===== src/rtl/data_mem_arbiter_if.sv =====
// Bus bundle between the data RAM arbiter, its two requesters (CPU, ACC) and the RAM.
// The slave modport is the arbiter's view; master is the requesters' and RAM's view.
interface data_mem_arbiter_if #(
  parameter int ADDR_W = 16,
  parameter int DATA_W = 32
);
  logic              cpu_req;
  logic              cpu_we;
  logic [ADDR_W-1:0] cpu_addr;
  logic [DATA_W-1:0] cpu_wdata;
  logic              cpu_gnt;
  logic              cpu_rvalid;
  logic [DATA_W-1:0] cpu_rdata;

  logic              acc_req;
  logic              acc_we;
  logic [ADDR_W-1:0] acc_addr;
  logic [DATA_W-1:0] acc_wdata;
  logic              acc_gnt;
  logic              acc_rvalid;
  logic [DATA_W-1:0] acc_rdata;

  logic              mem_en;
  logic              mem_we;
  logic [ADDR_W-1:0] mem_addr;
  logic [DATA_W-1:0] mem_wdata;
  logic [DATA_W-1:0] mem_rdata;

  modport slave (
    input  cpu_req, cpu_we, cpu_addr, cpu_wdata,
    output cpu_gnt, cpu_rvalid, cpu_rdata,
    input  acc_req, acc_we, acc_addr, acc_wdata,
    output acc_gnt, acc_rvalid, acc_rdata,
    output mem_en, mem_we, mem_addr, mem_wdata,
    input  mem_rdata
  );

  modport master (
    output cpu_req, cpu_we, cpu_addr, cpu_wdata,
    input  cpu_gnt, cpu_rvalid, cpu_rdata,
    output acc_req, acc_we, acc_addr, acc_wdata,
    input  acc_gnt, acc_rvalid, acc_rdata,
    input  mem_en, mem_we, mem_addr, mem_wdata,
    output mem_rdata
  );
endinterface


===== src/rtl/data_mem_arbiter.sv =====
// Round-robin arbiter sharing the single-port data RAM between the CPU load/store
// port and the histogram accelerator, with a burst cap and tagged read return.
module data_mem_arbiter #(
  parameter int ADDR_W    = 16,
  parameter int DATA_W    = 32,
  parameter int MAX_BURST = 4
) (
  input  logic              clk,
  input  logic              rst,
  data_mem_arbiter_if.slave bus
);

  localparam int               CNT_W      = (MAX_BURST > 1) ? $clog2(MAX_BURST) : 1;
  localparam logic [CNT_W-1:0] BURST_LAST = CNT_W'(MAX_BURST - 1);

  typedef enum logic [1:0] {
    ST_IDLE    = 2'd0,
    ST_OWN_CPU = 2'd1,
    ST_OWN_ACC = 2'd2
  } state_t;

  typedef enum logic {
    OWNER_CPU = 1'b0,
    OWNER_ACC = 1'b1
  } owner_t;

  state_t            state_r;
  state_t            state_nxt_s;
  owner_t            last_r;
  owner_t            last_nxt_s;
  logic [CNT_W-1:0]  burst_cnt_r;
  logic [CNT_W-1:0]  burst_nxt_s;
  logic              gnt_cpu_s;
  logic              gnt_acc_s;
  logic              mem_we_s;
  logic [ADDR_W-1:0] mem_addr_s;
  logic [DATA_W-1:0] mem_wdata_s;
  logic              cpu_rvalid_r;
  logic              acc_rvalid_r;

  // Saturates so a lone owner stays at the cap and yields as soon as the other asks.
  function automatic logic [CNT_W-1:0] burst_inc(input logic [CNT_W-1:0] cnt);
    return (cnt == BURST_LAST) ? cnt : cnt + CNT_W'(1);
  endfunction

  // Grant decision and next arbitration state.
  always_comb begin
    gnt_cpu_s   = 1'b0;
    gnt_acc_s   = 1'b0;
    state_nxt_s = ST_IDLE;
    last_nxt_s  = last_r;
    burst_nxt_s = {CNT_W{1'b0}};
    if (rst) begin
      gnt_cpu_s = 1'b0;
      gnt_acc_s = 1'b0;
    end else begin
      case (state_r)
        ST_IDLE: begin
          if (bus.cpu_req && bus.acc_req) begin
            if (last_r == OWNER_ACC) gnt_cpu_s = 1'b1;
            else                     gnt_acc_s = 1'b1;
          end else if (bus.cpu_req) begin
            gnt_cpu_s = 1'b1;
          end else if (bus.acc_req) begin
            gnt_acc_s = 1'b1;
          end else begin
            gnt_cpu_s = 1'b0;
          end
        end
        ST_OWN_CPU: begin
          if (bus.cpu_req) begin
            if (bus.acc_req && (burst_cnt_r == BURST_LAST)) gnt_acc_s = 1'b1;
            else                                            gnt_cpu_s = 1'b1;
          end else if (bus.acc_req) begin
            gnt_acc_s = 1'b1;
          end else begin
            gnt_acc_s = 1'b0;
          end
        end
        ST_OWN_ACC: begin
          if (bus.acc_req) begin
            if (bus.cpu_req && (burst_cnt_r == BURST_LAST)) gnt_cpu_s = 1'b1;
            else                                            gnt_acc_s = 1'b1;
          end else if (bus.cpu_req) begin
            gnt_cpu_s = 1'b1;
          end else begin
            gnt_cpu_s = 1'b0;
          end
        end
        default: begin
          gnt_cpu_s = 1'b0;
          gnt_acc_s = 1'b0;
        end
      endcase
    end

    if (gnt_cpu_s) begin
      state_nxt_s = ST_OWN_CPU;
      last_nxt_s  = OWNER_CPU;
      burst_nxt_s = (state_r == ST_OWN_CPU) ? burst_inc(burst_cnt_r) : {CNT_W{1'b0}};
    end else if (gnt_acc_s) begin
      state_nxt_s = ST_OWN_ACC;
      last_nxt_s  = OWNER_ACC;
      burst_nxt_s = (state_r == ST_OWN_ACC) ? burst_inc(burst_cnt_r) : {CNT_W{1'b0}};
    end else begin
      state_nxt_s = ST_IDLE;
      burst_nxt_s = {CNT_W{1'b0}};
    end
  end

  // RAM request mux from the granted requester; quiet bus when nobody is granted.
  always_comb begin
    mem_we_s    = 1'b0;
    mem_addr_s  = {ADDR_W{1'b0}};
    mem_wdata_s = {DATA_W{1'b0}};
    if (gnt_cpu_s) begin
      mem_we_s    = bus.cpu_we;
      mem_addr_s  = bus.cpu_addr;
      mem_wdata_s = bus.cpu_wdata;
    end else if (gnt_acc_s) begin
      mem_we_s    = bus.acc_we;
      mem_addr_s  = bus.acc_addr;
      mem_wdata_s = bus.acc_wdata;
    end else begin
      mem_we_s    = 1'b0;
    end
  end

  // Arbitration state register.
  always_ff @(posedge clk or posedge rst) begin
    if (rst) begin
      state_r     <= ST_IDLE;
      last_r      <= OWNER_ACC;
      burst_cnt_r <= {CNT_W{1'b0}};
    end else begin
      state_r     <= state_nxt_s;
      last_r      <= last_nxt_s;
      burst_cnt_r <= burst_nxt_s;
    end
  end

  // Read tag: routes next cycle's RAM data to the requester that issued the read.
  always_ff @(posedge clk or posedge rst) begin
    if (rst) begin
      cpu_rvalid_r <= 1'b0;
      acc_rvalid_r <= 1'b0;
    end else begin
      cpu_rvalid_r <= gnt_cpu_s & ~bus.cpu_we;
      acc_rvalid_r <= gnt_acc_s & ~bus.acc_we;
    end
  end

  assign bus.cpu_gnt    = gnt_cpu_s;
  assign bus.acc_gnt    = gnt_acc_s;
  assign bus.mem_en     = gnt_cpu_s | gnt_acc_s;
  assign bus.mem_we     = mem_we_s;
  assign bus.mem_addr   = mem_addr_s;
  assign bus.mem_wdata  = mem_wdata_s;
  assign bus.cpu_rvalid = cpu_rvalid_r;
  assign bus.acc_rvalid = acc_rvalid_r;
  assign bus.cpu_rdata  = cpu_rvalid_r ? bus.mem_rdata : {DATA_W{1'b0}};
  assign bus.acc_rdata  = acc_rvalid_r ? bus.mem_rdata : {DATA_W{1'b0}};

endmodule


===== src/flat_wrapper.sv =====
// flat-port wrapper written by rule: the top's interface ports become plain ports
module data_mem_arbiter_flat 
#(
  parameter int ADDR_W    = 16,
  parameter int DATA_W    = 32,
  parameter int MAX_BURST = 4
)
  (clk, rst, bus_cpu_req, bus_cpu_we, bus_cpu_addr, bus_cpu_wdata, bus_cpu_gnt, bus_cpu_rvalid, bus_cpu_rdata, bus_acc_req, bus_acc_we, bus_acc_addr, bus_acc_wdata, bus_acc_gnt, bus_acc_rvalid, bus_acc_rdata, bus_mem_en, bus_mem_we, bus_mem_addr, bus_mem_wdata, bus_mem_rdata);
  data_mem_arbiter_if #(.ADDR_W(ADDR_W), .DATA_W(DATA_W)) bus_i ();
  input  logic clk;
  input  logic rst;
  input wire logic [$bits(bus_i.cpu_req)-1:0] bus_cpu_req;
  input wire logic [$bits(bus_i.cpu_we)-1:0] bus_cpu_we;
  input wire logic [$bits(bus_i.cpu_addr)-1:0] bus_cpu_addr;
  input wire logic [$bits(bus_i.cpu_wdata)-1:0] bus_cpu_wdata;
  output wire logic [$bits(bus_i.cpu_gnt)-1:0] bus_cpu_gnt;
  output wire logic [$bits(bus_i.cpu_rvalid)-1:0] bus_cpu_rvalid;
  output wire logic [$bits(bus_i.cpu_rdata)-1:0] bus_cpu_rdata;
  input wire logic [$bits(bus_i.acc_req)-1:0] bus_acc_req;
  input wire logic [$bits(bus_i.acc_we)-1:0] bus_acc_we;
  input wire logic [$bits(bus_i.acc_addr)-1:0] bus_acc_addr;
  input wire logic [$bits(bus_i.acc_wdata)-1:0] bus_acc_wdata;
  output wire logic [$bits(bus_i.acc_gnt)-1:0] bus_acc_gnt;
  output wire logic [$bits(bus_i.acc_rvalid)-1:0] bus_acc_rvalid;
  output wire logic [$bits(bus_i.acc_rdata)-1:0] bus_acc_rdata;
  output wire logic [$bits(bus_i.mem_en)-1:0] bus_mem_en;
  output wire logic [$bits(bus_i.mem_we)-1:0] bus_mem_we;
  output wire logic [$bits(bus_i.mem_addr)-1:0] bus_mem_addr;
  output wire logic [$bits(bus_i.mem_wdata)-1:0] bus_mem_wdata;
  input wire logic [$bits(bus_i.mem_rdata)-1:0] bus_mem_rdata;
  assign bus_i.cpu_req = bus_cpu_req;
  assign bus_i.cpu_we = bus_cpu_we;
  assign bus_i.cpu_addr = bus_cpu_addr;
  assign bus_i.cpu_wdata = bus_cpu_wdata;
  assign bus_cpu_gnt = bus_i.cpu_gnt;
  assign bus_cpu_rvalid = bus_i.cpu_rvalid;
  assign bus_cpu_rdata = bus_i.cpu_rdata;
  assign bus_i.acc_req = bus_acc_req;
  assign bus_i.acc_we = bus_acc_we;
  assign bus_i.acc_addr = bus_acc_addr;
  assign bus_i.acc_wdata = bus_acc_wdata;
  assign bus_acc_gnt = bus_i.acc_gnt;
  assign bus_acc_rvalid = bus_i.acc_rvalid;
  assign bus_acc_rdata = bus_i.acc_rdata;
  assign bus_mem_en = bus_i.mem_en;
  assign bus_mem_we = bus_i.mem_we;
  assign bus_mem_addr = bus_i.mem_addr;
  assign bus_mem_wdata = bus_i.mem_wdata;
  assign bus_i.mem_rdata = bus_mem_rdata;
  data_mem_arbiter #(.ADDR_W(ADDR_W), .DATA_W(DATA_W), .MAX_BURST(MAX_BURST)) u_core (.clk(clk), .rst(rst), .bus(bus_i));
endmodule

===== config.mk =====
export PLATFORM = sky130hd
export DESIGN_NAME = data_mem_arbiter_flat
export DESIGN_NICKNAME = d
export VERILOG_FILES = /design/src/rtl/data_mem_arbiter_if.sv /design/src/rtl/data_mem_arbiter.sv /design/src/flat_wrapper.sv
export SDC_FILE = /design/constraint.sdc
export NUM_CORES = 1
export LEC_CHECK = 0
export ABC_AREA = 0
export ABC_CLOCK_PERIOD_IN_PS = 2500
export CORE_AREA = 2 2 98 100
export CTS_BUF_LIST = sky130_fd_sc_hd__clkbuf_16
export CTS_CLUSTER_SIZE = 28
export DETAILED_ROUTE_END_ITERATION = 10
export DIE_AREA = 0 0 100 102
export PLACE_DENSITY = 0.58
export SLEW_MARGIN = 20
export SYNTH_ARGS = -nofsm -noshare
export SYNTH_HDL_FRONTEND = slang
export SYNTH_SLANG_ARGS = --single-unit

===== constraint.sdc =====
create_clock -name clk -period 2.5 [get_ports clk]
set_clock_uncertainty 0.05 [all_clocks]
set_input_delay 0.5 -clock clk [delete_from_list [all_inputs] [get_ports clk]]
set_output_delay 0.5 -clock clk [all_outputs]
set_load 0.05 [all_outputs]

==> results.sh, run 1 <==
export IMPL_ant_nets=0
export IMPL_drive_above_1_share_pct=44.3
export IMPL_first_pass_iters=4
export IMPL_pwr_share_comb_pct=77.5
export IMPL_io_buffers=251
export IMPL_post_drt_via_cell_ratio=4.40
export IMPL_slew_viol_final=0
export IMPL_grt_pass1_vias=2504
export IMPL_antenna_found_initial=1
export IMPL_start_util_pct=14.5
export IMPL_dp_slack_ps=-234
export IMPL_row_count=35
export IMPL_tritoncts="built"
export IMPL_synth_fp_nets=298
export IMPL_failed_checks="setup timing"
export IMPL_gp_congestion=0.682
export IMPL_cp_required_ps=1950
export IMPL_ir_worst_vdd_mv=0.175
export IMPL_ys_types=28
export IMPL_grt_max_degree=34
export IMPL_gr_total_overflow=0
export IMPL_finalNetCount=562
export IMPL_seq_area_frac_synth_pct=13.4
export IMPL_internal_power_w=0.00106
export IMPL_numCtsBuffers=3
export IMPL_grt_pass1_wl_mm=12.9
export IMPL_worstMarginPinSlew_ps=372
export IMPL_vias=2370
export IMPL_synthFlopType="dfrtp_1"
export IMPL_power_leakage_nw=2.37
export IMPL_fin_crit_ps=2520
export IMPL_cts_root_buf="clkbuf_16"
export IMPL_min_period_over_period_pct=101
export IMPL_critPathMaxFanout=10
export IMPL_netlist_area_um2=1320
export IMPL_hpwl_mm=7.49
export IMPL_drc=0
export IMPL_holdBufCountCts=0
export IMPL_syn_inst=164
export IMPL_path_clk_slew_ps=40
export IMPL_design_core_area_um2=9110
export IMPL_hold_viol=0
export IMPL_fp_dieArea_um2=10200
export IMPL_fp_dieH_um=102
export IMPL_postLayoutCellArea_um2=5570
export IMPL_area_growth_pct=322
export IMPL_synth_edf_count=0
export IMPL_rsz0062_at_grt="yes"
export IMPL_outcome="finished, violations left"
export IMPL_synth_seq_cells=7
export IMPL_fp_dieW_um=100
export IMPL_setup_viol_count_final=26
export IMPL_grtUsageTotal_pct=16.1
export IMPL_drtIter0Drc=60
export IMPL_wirelength_mm=9.29
export IMPL_end_kind="output pin"
export IMPL_avgSynthCellArea_um2=8.05
export IMPL_fmax_mhz=397
export IMPL_switchingPower_w=0.000732
export IMPL_layout_setup_ws_ps=-18.8
export IMPL_startpoint_type="flip-flop"
export IMPL_hold_class="primary input to asynchronous set/reset pin"
export IMPL_slew_headroom_pct=74.9
export IMPL_cts_sinks=7
export IMPL_io_pins=252
export IMPL_reg2regPathDepth=5
export IMPL_wl_per_cell_um=17.2
export IMPL_synth_warnings=0
export IMPL_utilization_pct=61.1
export IMPL_swShare_pct=40.9
export IMPL_power_frac_seq_pct=7.7
export IMPL_instances_no_fill=539
export IMPL_clockBufferDepth=2
export IMPL_dp_cells=524
export IMPL_ctsHtreeMaxLevel=1
export IMPL_cp_arrival_ps=1970
export IMPL_total_power_w=0.00179
export IMPL_critPathKind="flip-flop to output pin"
export IMPL_clkLatencyLatePin_ps=230
export IMPL_max_cap_violations=0
export IMPL_p_clk_share_pct=14.8
export IMPL_synthArstFlopShare_pct=100
export IMPL_dpl_cell_area_um2=5010
export IMPL_power_density_nw_per_um2=322
## cells in the mapped netlist, types with 2 or more instances
cell type  instances  share of area [%]
a22o_1            49                 33
clkbuf_1           6                1.7
nor4bb_1           2                1.5
nor2_1             2               0.57
nand2b_1           2               0.95
inv_1              2               0.57
and2_1            64                 30
dfrtp_1            6                 11
nand2_1            2               0.57
buf_2              5                1.9
buf_6              5                4.3
a21oi_1            2               0.76
mux2_2             2                1.7
## worst paths after layout
kind / start / to / slack (ps)
min reg2reg: u_core.last_r / u_core.last_r / 500
max in group asynchronous: rst / u_core.last_r / 1630
min: rst / u_core.burst_cnt_r[0] / 490
min in group clk: u_core.last_r / u_core.last_r / 500
max: u_core.burst_cnt_r[1] / bus_mem_wdata[14] / -20
max reg2reg: u_core.burst_cnt_r[1] / u_core.bus.cpu_rvalid / 930
## final cells by class
type / instances / area, um^2
diodes: 1 / 2.50
clock buffers: 3 / 75.1
clock inverters: 1 / 5.00
fillers: 741 / 3540
inverters: 2 / 7.51
multi-input cells: 139 / 1320
flip-flops and latches: 7 / 179
well taps: 111 / 139
repair buffers: 275 / 3840
## worst max-delay path, stage by stage, from the launching register on
cell,delay [ps]
dfrtp_1,380
nand2_2,90
mux2_4,320
a211oi_4,270
buf_6,200
buf_16,140
a22o_1,170
buf_12,140
## routing by layer
metal / part of all wire, % / track usage, % / up-vias
li1: - / - / 1127
met5: 0 / 0 / -
met2: 56 / 31.7 / 152
met4: 1.2 / 5.27 / 0
met1: 34 / 16.5 / 1085
met3: 9.1 / 4.10 / 6
## logic make-up (layout without fill, tap and decap cells)
| group | after synthesis | in the layout | share of synthesized area [%] |
|---|---|---|---|
| and+or+nand+nor | 77 | 77 | 36.3 |
| AOI/OAI and AO/OA | 59 | 59 | 39.1 |
| buffers and inverters | 18 | 281 | 8.44 |
| DFF | 7 | 7 | 13.4 |
| muxes | 3 | 3 | 2.84 |
| other | 0 | 1 | 0 |
## through the flow
stage	hold slack, ps	TNS, ps
after floorplan	261	0
after global placement	463	-9070
after detailed placement	463	-9440
after CTS	476	-190
after global routing	516	-2920
final	491	-233
## timing repair
| item | CTS | global route |
|---|---|---|
| pin swaps | 22 | 8 |
| gates resized for setup | 25 | 26 |
| setup buffers | 4 | 2 |
| setup endpoints to repair | 52 | 51 |
| gates cloned | 2 | 3 |
## sequential cells by signal, indices dropped and copies added, names as in the netlist
signal and flops:
u_core.bus.acc_rvalid 1, u_core.state_r 2, u_core.bus.cpu_rvalid 1, u_core.last_r 1, u_core.burst_cnt_r 2
## cell usage in the layout, fill, tap and decap left out, drive strengths merged, types with 3 or more instances in the layout
cell	instances
buf	139
clkdlybuf4s50	130
and2	64
a22o	49
clkbuf	6
dfrtp	6
nand2	3
mux2	3
a21oi	3
## power by group through the flow
stage                     registers (W)  clock network (W)  logic, W
final                          0.000138           0.000266   0.00139
after global placement         0.000135                  0   0.00125
after global routing           0.000139           0.000279   0.00144
after CTS                      0.000136           0.000270   0.00132
after floorplan                0.000140                  0  0.000558
after detailed placement       0.000135                  0   0.00126
(Power assumes the default switching activity.)
==> run 2, diff against run 1 <==
--- a/config.mk
+++ b/config.mk
@@ -8,7 +8,6 @@
 export ABC_AREA = 0
 export ABC_CLOCK_PERIOD_IN_PS = 2500
 export CORE_AREA = 2 2 98 100
-export CTS_BUF_LIST = sky130_fd_sc_hd__clkbuf_16
 export CTS_CLUSTER_SIZE = 28
 export DETAILED_ROUTE_END_ITERATION = 10
 export DIE_AREA = 0 0 100 102
==> results.sh, run 2 (synthesized netlist as in run 1, its figures left out) <==
export IMPL_slew_headroom_pct=76.0
export IMPL_gp_congestion=0.682
export IMPL_tritoncts="built"
export IMPL_fp_dieW_um=100
export IMPL_timing_rr_end="u_core.bus.cpu_rvalid"
export IMPL_fin_crit_ps=2520
export IMPL_reg2reg_from="u_core.burst_cnt_r[1]"
export IMPL_vias=2388
export IMPL_postLayoutCellArea_um2=5550
export IMPL_worstMarginPinSlew_ps=355
export IMPL_dpl_cell_area_um2=5010
export IMPL_antenna_found_initial=1
export IMPL_cts_sinks=7
export IMPL_finalNetCount=562
export IMPL_wirelength_mm=9.32
export IMPL_critPathKind="flip-flop to output pin"
export IMPL_io_buffers=251
export IMPL_ir_worst_vdd_mv=0.175
export IMPL_outcome="finished, violations left"
export IMPL_io_pins=252
export IMPL_r2r_slack_ps=920
export IMPL_grtUsageTotal_pct=16.1
export IMPL_slew_viol_final=0
export IMPL_utilization_pct=60.9
export IMPL_wl_per_cell_um=17.3
export IMPL_drc=0
export IMPL_drive_above_1_share_pct=44.5
export IMPL_numCtsBuffers=3
export IMPL_rsz0062_at_grt="yes"
export IMPL_reg2regPathDepth=5
export IMPL_end_kind="output pin"
export IMPL_hold_viol=0
export IMPL_power_leakage_nw=2.36
export IMPL_design_core_area_um2=9110
export IMPL_final_common_cell="clkdlybuf4s50_1"
export IMPL_fmax_mhz=396
export IMPL_final_cell_mix="130 x clkdlybuf4s50_1, 106 x buf_12, 64 x and2_1, 27 x a22o_4, 24 x buf_4"
export IMPL_clkLatencyLatePin_ps=230
export IMPL_cp_arrival_ps=1970
export IMPL_start_util_pct=14.5
export IMPL_cts_root_buf="clkbuf_8"
export IMPL_path_clk_slew_ps=40
export IMPL_hold_class="primary input to asynchronous set/reset pin"
export IMPL_row_count=35
export IMPL_startpoint_type="flip-flop"
export IMPL_reg_top3="u_core.burst_cnt_r x2, u_core.state_r x2"
export IMPL_cp_required_ps=1950
export IMPL_fp_dieH_um=102
export IMPL_multi_input_area_um2=1330
export IMPL_setup_viol_count_final=29
export IMPL_ant_nets=0
export IMPL_grt_pass1_wl_mm=12.9
export IMPL_hpwl_mm=7.49
export IMPL_failed_checks="setup timing"
export IMPL_critPathMaxFanout=10
export IMPL_fillers=749
export IMPL_first_pass_iters=4
export IMPL_clockBufferDepth=2
export IMPL_gr_total_overflow=0
export IMPL_max_cap_violations=0
export IMPL_layout_setup_ws_ps=-24.0
export IMPL_register_area_um2=179
export IMPL_power_density_nw_per_um2=304
export IMPL_instances_no_fill=539
export IMPL_ctsHtreeMaxLevel=1
export IMPL_grt_pass1_vias=2503
export IMPL_dp_cells=524
export IMPL_area_growth_pct=320
export IMPL_grt_max_degree=34
export IMPL_post_drt_via_cell_ratio=4.43
export IMPL_min_period_over_period_pct=101
export IMPL_drtIter0Drc=53
export IMPL_fp_dieArea_um2=10200
run 2: final cells by class:
| class | count | share of cell area (%) |
|---|---|---|
| multi-input cells | 139 | 23.9 |
| repair buffers | 275 | 69.3 |
| flip-flops and latches | 7 | 3.22 |
| diodes | 1 | 0.0451 |
| clock inverters | 1 | 0.0902 |
| clock buffers | 3 | 0.744 |
| inverters | 2 | 0.135 |
| well taps | 111 | 2.50 |
run 2: worst max-delay path by stage:
stage	slack (ps)	endpoint	cells past startpoint	from
6_report	-20	bus_mem_wdata[14]	7	u_core.burst_cnt_r[1]
3_5_place_dp	-230	bus_mem_wdata[26]	8	rst
2_1_floorplan	20	bus_mem_wdata[24]	5	u_core.burst_cnt_r[0]
4_1_cts	-20	bus_mem_addr[7]	7	u_core.burst_cnt_r[0]
5_1_grt	-100	bus_mem_addr[12]	7	u_core.burst_cnt_r[0]
3_3_place_gp	-200	bus_mem_addr[14]	8	rst
run 2: power by group:
group	switching [W]	internal, W	total [W]
Clock	0.0000480	0.000108	0.000156
Combinational	0.000666	0.000729	0.00139
Sequential	0.0000115	0.000126	0.000138
Total	0.000725	0.000963	0.00169
run 2: routing by layer:
metal  wire [um]  vias to the layer above  part of all wire, %  GRT usage, %
met5           0                        -                    0             0
met4         124                        0                  1.3          5.27
met3         862                        8                  9.2          4.10
met2        5180                      156                   56          31.7
met1        3160                     1095                   34          16.5
li1            -                     1129                    -             -
run 2: through the flow:
step	setup slack [ps]	TNS [ps]	total power [W]	hold slack, ps
2_1_floorplan	20.9	0	0.000698	261
3_3_place_gp	-205	-9070	0.00139	463
3_5_place_dp	-234	-9440	0.00140	463
4_1_cts	-16.4	-195	0.00161	476
5_1_grt	-96.2	-3330	0.00175	517
6_report	-24.0	-378	0.00169	499
run 2: repair_timing:
| item | 4_1_cts | 5_1_grt |
|---|---|---|
| hold buffers | 0 | 0 |
| pin swaps | 22 | 8 |
| endpoints found under the setup margin | 52 | 51 |
| hold endpoints to repair | 0 | 0 |
| buffers inserted | 4 | 2 |
| cloned | 2 | 3 |
| gates resized for setup | 25 | 29 |
run 2: worst max-delay path, cell delays in order (launching register included):
cell      delay, ps
dfrtp_1         390
nand2_2          90
mux2_4          320
a211oi_4        280
buf_6           200
buf_16          140
a22o_1          170
buf_12          140
==> run 3, diff against run 2 <==
--- a/config.mk
+++ b/config.mk
@@ -12,6 +12,7 @@
 export DETAILED_ROUTE_END_ITERATION = 10
 export DIE_AREA = 0 0 100 102
 export PLACE_DENSITY = 0.58
+export SETUP_SLACK_MARGIN = 0.5
 export SLEW_MARGIN = 20
 export SYNTH_ARGS = -nofsm -noshare
 export SYNTH_HDL_FRONTEND = slang
==> results.sh, run 3 (synthesized netlist as in run 1, its figures left out) <==
export IMPL_row_count=35
export IMPL_cts_root_buf="clkbuf_8"
export IMPL_io_pins=252
export IMPL_slowest_delay_ps=410
export IMPL_hp_start="u_core.last_r"
export IMPL_critPathMaxFanout=7
export IMPL_reg_top3="u_core.burst_cnt_r x2, u_core.state_r x2"
export IMPL_vias=2409
export IMPL_path_buf_inv=5
export IMPL_outcome="finished, violations left"
export IMPL_switchingPower_w=0.000755
export IMPL_antennaDiodeCount=0
export IMPL_reg2regPathDepth=8
export IMPL_postLayoutCellArea_um2=5910
export IMPL_clkLatencyLatePin_ps=240
export IMPL_final_common_cell="clkdlybuf4s50_1"
export IMPL_startpoint_type="flip-flop"
export IMPL_slowest_stage="dfrtp_2"
export IMPL_grtUsageTotal_pct=17.0
export IMPL_p_clk_share_pct=9.2
export IMPL_drtIter0Drc=21
export IMPL_failed_checks="setup timing"
export IMPL_ir_worst_vdd_mv=0.229
export IMPL_grt_pass1_wl_mm=13.7
export IMPL_fillers=702
export IMPL_end_kind="output pin"
export IMPL_drive_above_1_share_pct=49.9
export IMPL_internal_power_w=0.00104
export IMPL_timing_rr_end="u_core.bus.cpu_rvalid"
export IMPL_critPathLaunch="u_core.state_r[1]"
export IMPL_reg2reg_from="u_core.state_r[1]"
export IMPL_io_buffers=251
export IMPL_ant_nets=0
export IMPL_hold_viol=0
export IMPL_crit_chain="nand2b_4, o311ai_4, buf_6, a21oi_4, buf_12, buf_12, buf_16, a22o_4, buf_12"
export IMPL_register_area_um2=179
export IMPL_cp_required_ps=1950
export IMPL_gr_total_overflow=0
export IMPL_power_frac_seq_pct=7.5
export IMPL_cp_common_cell="buf_12"
export IMPL_fp_dieArea_um2=10200
export IMPL_ctsHtreeMaxLevel=1
export IMPL_hold_class="flip-flop to flip-flop"
export IMPL_cts_sinks=7
export IMPL_power_density_nw_per_um2=304
export IMPL_fp_dieW_um=100
export IMPL_max_cap_violations=0
export IMPL_cp_arrival_ps=2040
export IMPL_fmax_mhz=385
export IMPL_final_cell_mix="130 x clkdlybuf4s50_1, 101 x buf_12, 64 x and2_1, 49 x a22o_4, 24 x buf_8"
export IMPL_grt_max_degree=34
export IMPL_wirelength_mm=9.29
export IMPL_start_util_pct=14.5
export IMPL_crit_family="buffers and inverters"
export IMPL_post_drt_via_cell_ratio=4.41
export IMPL_path_clk_slew_ps=40
export IMPL_utilization_pct=64.9
export IMPL_gp_congestion=0.758
export IMPL_slew_headroom_pct=72.1
export IMPL_pwr_share_comb_pct=83.3
export IMPL_layout_setup_ws_ps=-94.5
export IMPL_finalNetCount=570
export IMPL_antenna_found_initial=0
export IMPL_critPathKind="flip-flop to output pin"
export IMPL_dpl_cell_area_um2=5290
export IMPL_area_growth_pct=348
export IMPL_setup_viol_count_final=50
export IMPL_critical_path_endpoint="bus_mem_wdata[4]"
export IMPL_tritoncts="built"
export IMPL_cp_num_cells=9
export IMPL_drc=0
export IMPL_fin_crit_ps=2590
export IMPL_fp_dieH_um=102
export IMPL_grt_pass1_vias=2611
export IMPL_rsz0062_at_grt="yes"
export IMPL_clockBufferDepth=2
export IMPL_hold_slack_ps=501
export IMPL_slew_viol_final=0
export IMPL_min_period_over_period_pct=104
export IMPL_multi_input_area_um2=1510
export IMPL_swShare_pct=42.0
export IMPL_wl_per_cell_um=17.0
export IMPL_r2r_slack_ps=640
export IMPL_first_pass_iters=4
export IMPL_numCtsBuffers=3
export IMPL_hpwl_mm=7.26
export IMPL_design_core_area_um2=9110
export IMPL_worstMarginPinSlew_ps=412
export IMPL_power_leakage_nw=2.55
==> run 3: worst min-delay path, cell delays in order, from the launching register on <==
cell      delay [ps]
dfstp_2          360
inv_1            100
o21bai_1          80
==> run 3: layout make-up <==
cell class,instances,share of cell area [%]
timing repair buffer,283,68.2
tap,111,2.35
clock buffer,4,0.762
inverter,2,0.127
sequential,7,3.03
multi-input combinational,139,25.6
==> run 3: worst min-delay path by stage <==
stage / depth (start not counted) / endpoint / slack, ps
CTS: 2 / u_core.last_r / 470
detailed placement: 2 / u_core.last_r / 450
global placement: 2 / u_core.last_r / 450
floorplan: 1 / u_core.burst_cnt_r[0] / 260
finish: 2 / u_core.last_r / 500
global route: 3 / u_core.state_r[0] / 540
==> run 3: routing by layer <==
metal	wire, um	vias to the layer above	global-route usage, %
met5	0	-	0
met1	2930	1096	16.4
li1	-	1146	-
met4	213	0	5.90
met3	970	15	5.54
met2	5170	152	33.7
==> run 3: what timing repair did <==
item                       CTS  global route
pin swaps                   51             3
cloned                       5             0
hold buffers                 0             0
buffers inserted            12             1
gates resized for setup     78             6
setup endpoints to repair   52            52
==> run 3: metrics by stage <==
stage               setup WS [ps]  instances  setup TNS, ps  total power [W]
finish                      -94.5        546          -4260          0.00180
global route                 -153        546          -7070          0.00186
CTS                          -111        545          -4910          0.00180
detailed placement           -250        524         -11310          0.00146
global placement             -241        524         -10010          0.00145
floorplan                     287        164              0         0.000803
==> run 3: power by group through the flow <==
stage | logic, W | clock network, W | registers (W)
3_3_place_gp | 0.00132 | 0 | 0.000135
6_report | 0.00150 | 0.000166 | 0.000134
5_1_grt | 0.00155 | 0.000176 | 0.000135
2_1_floorplan | 0.000663 | 0 | 0.000140
3_5_place_dp | 0.00133 | 0 | 0.000135
4_1_cts | 0.00150 | 0.000170 | 0.000133
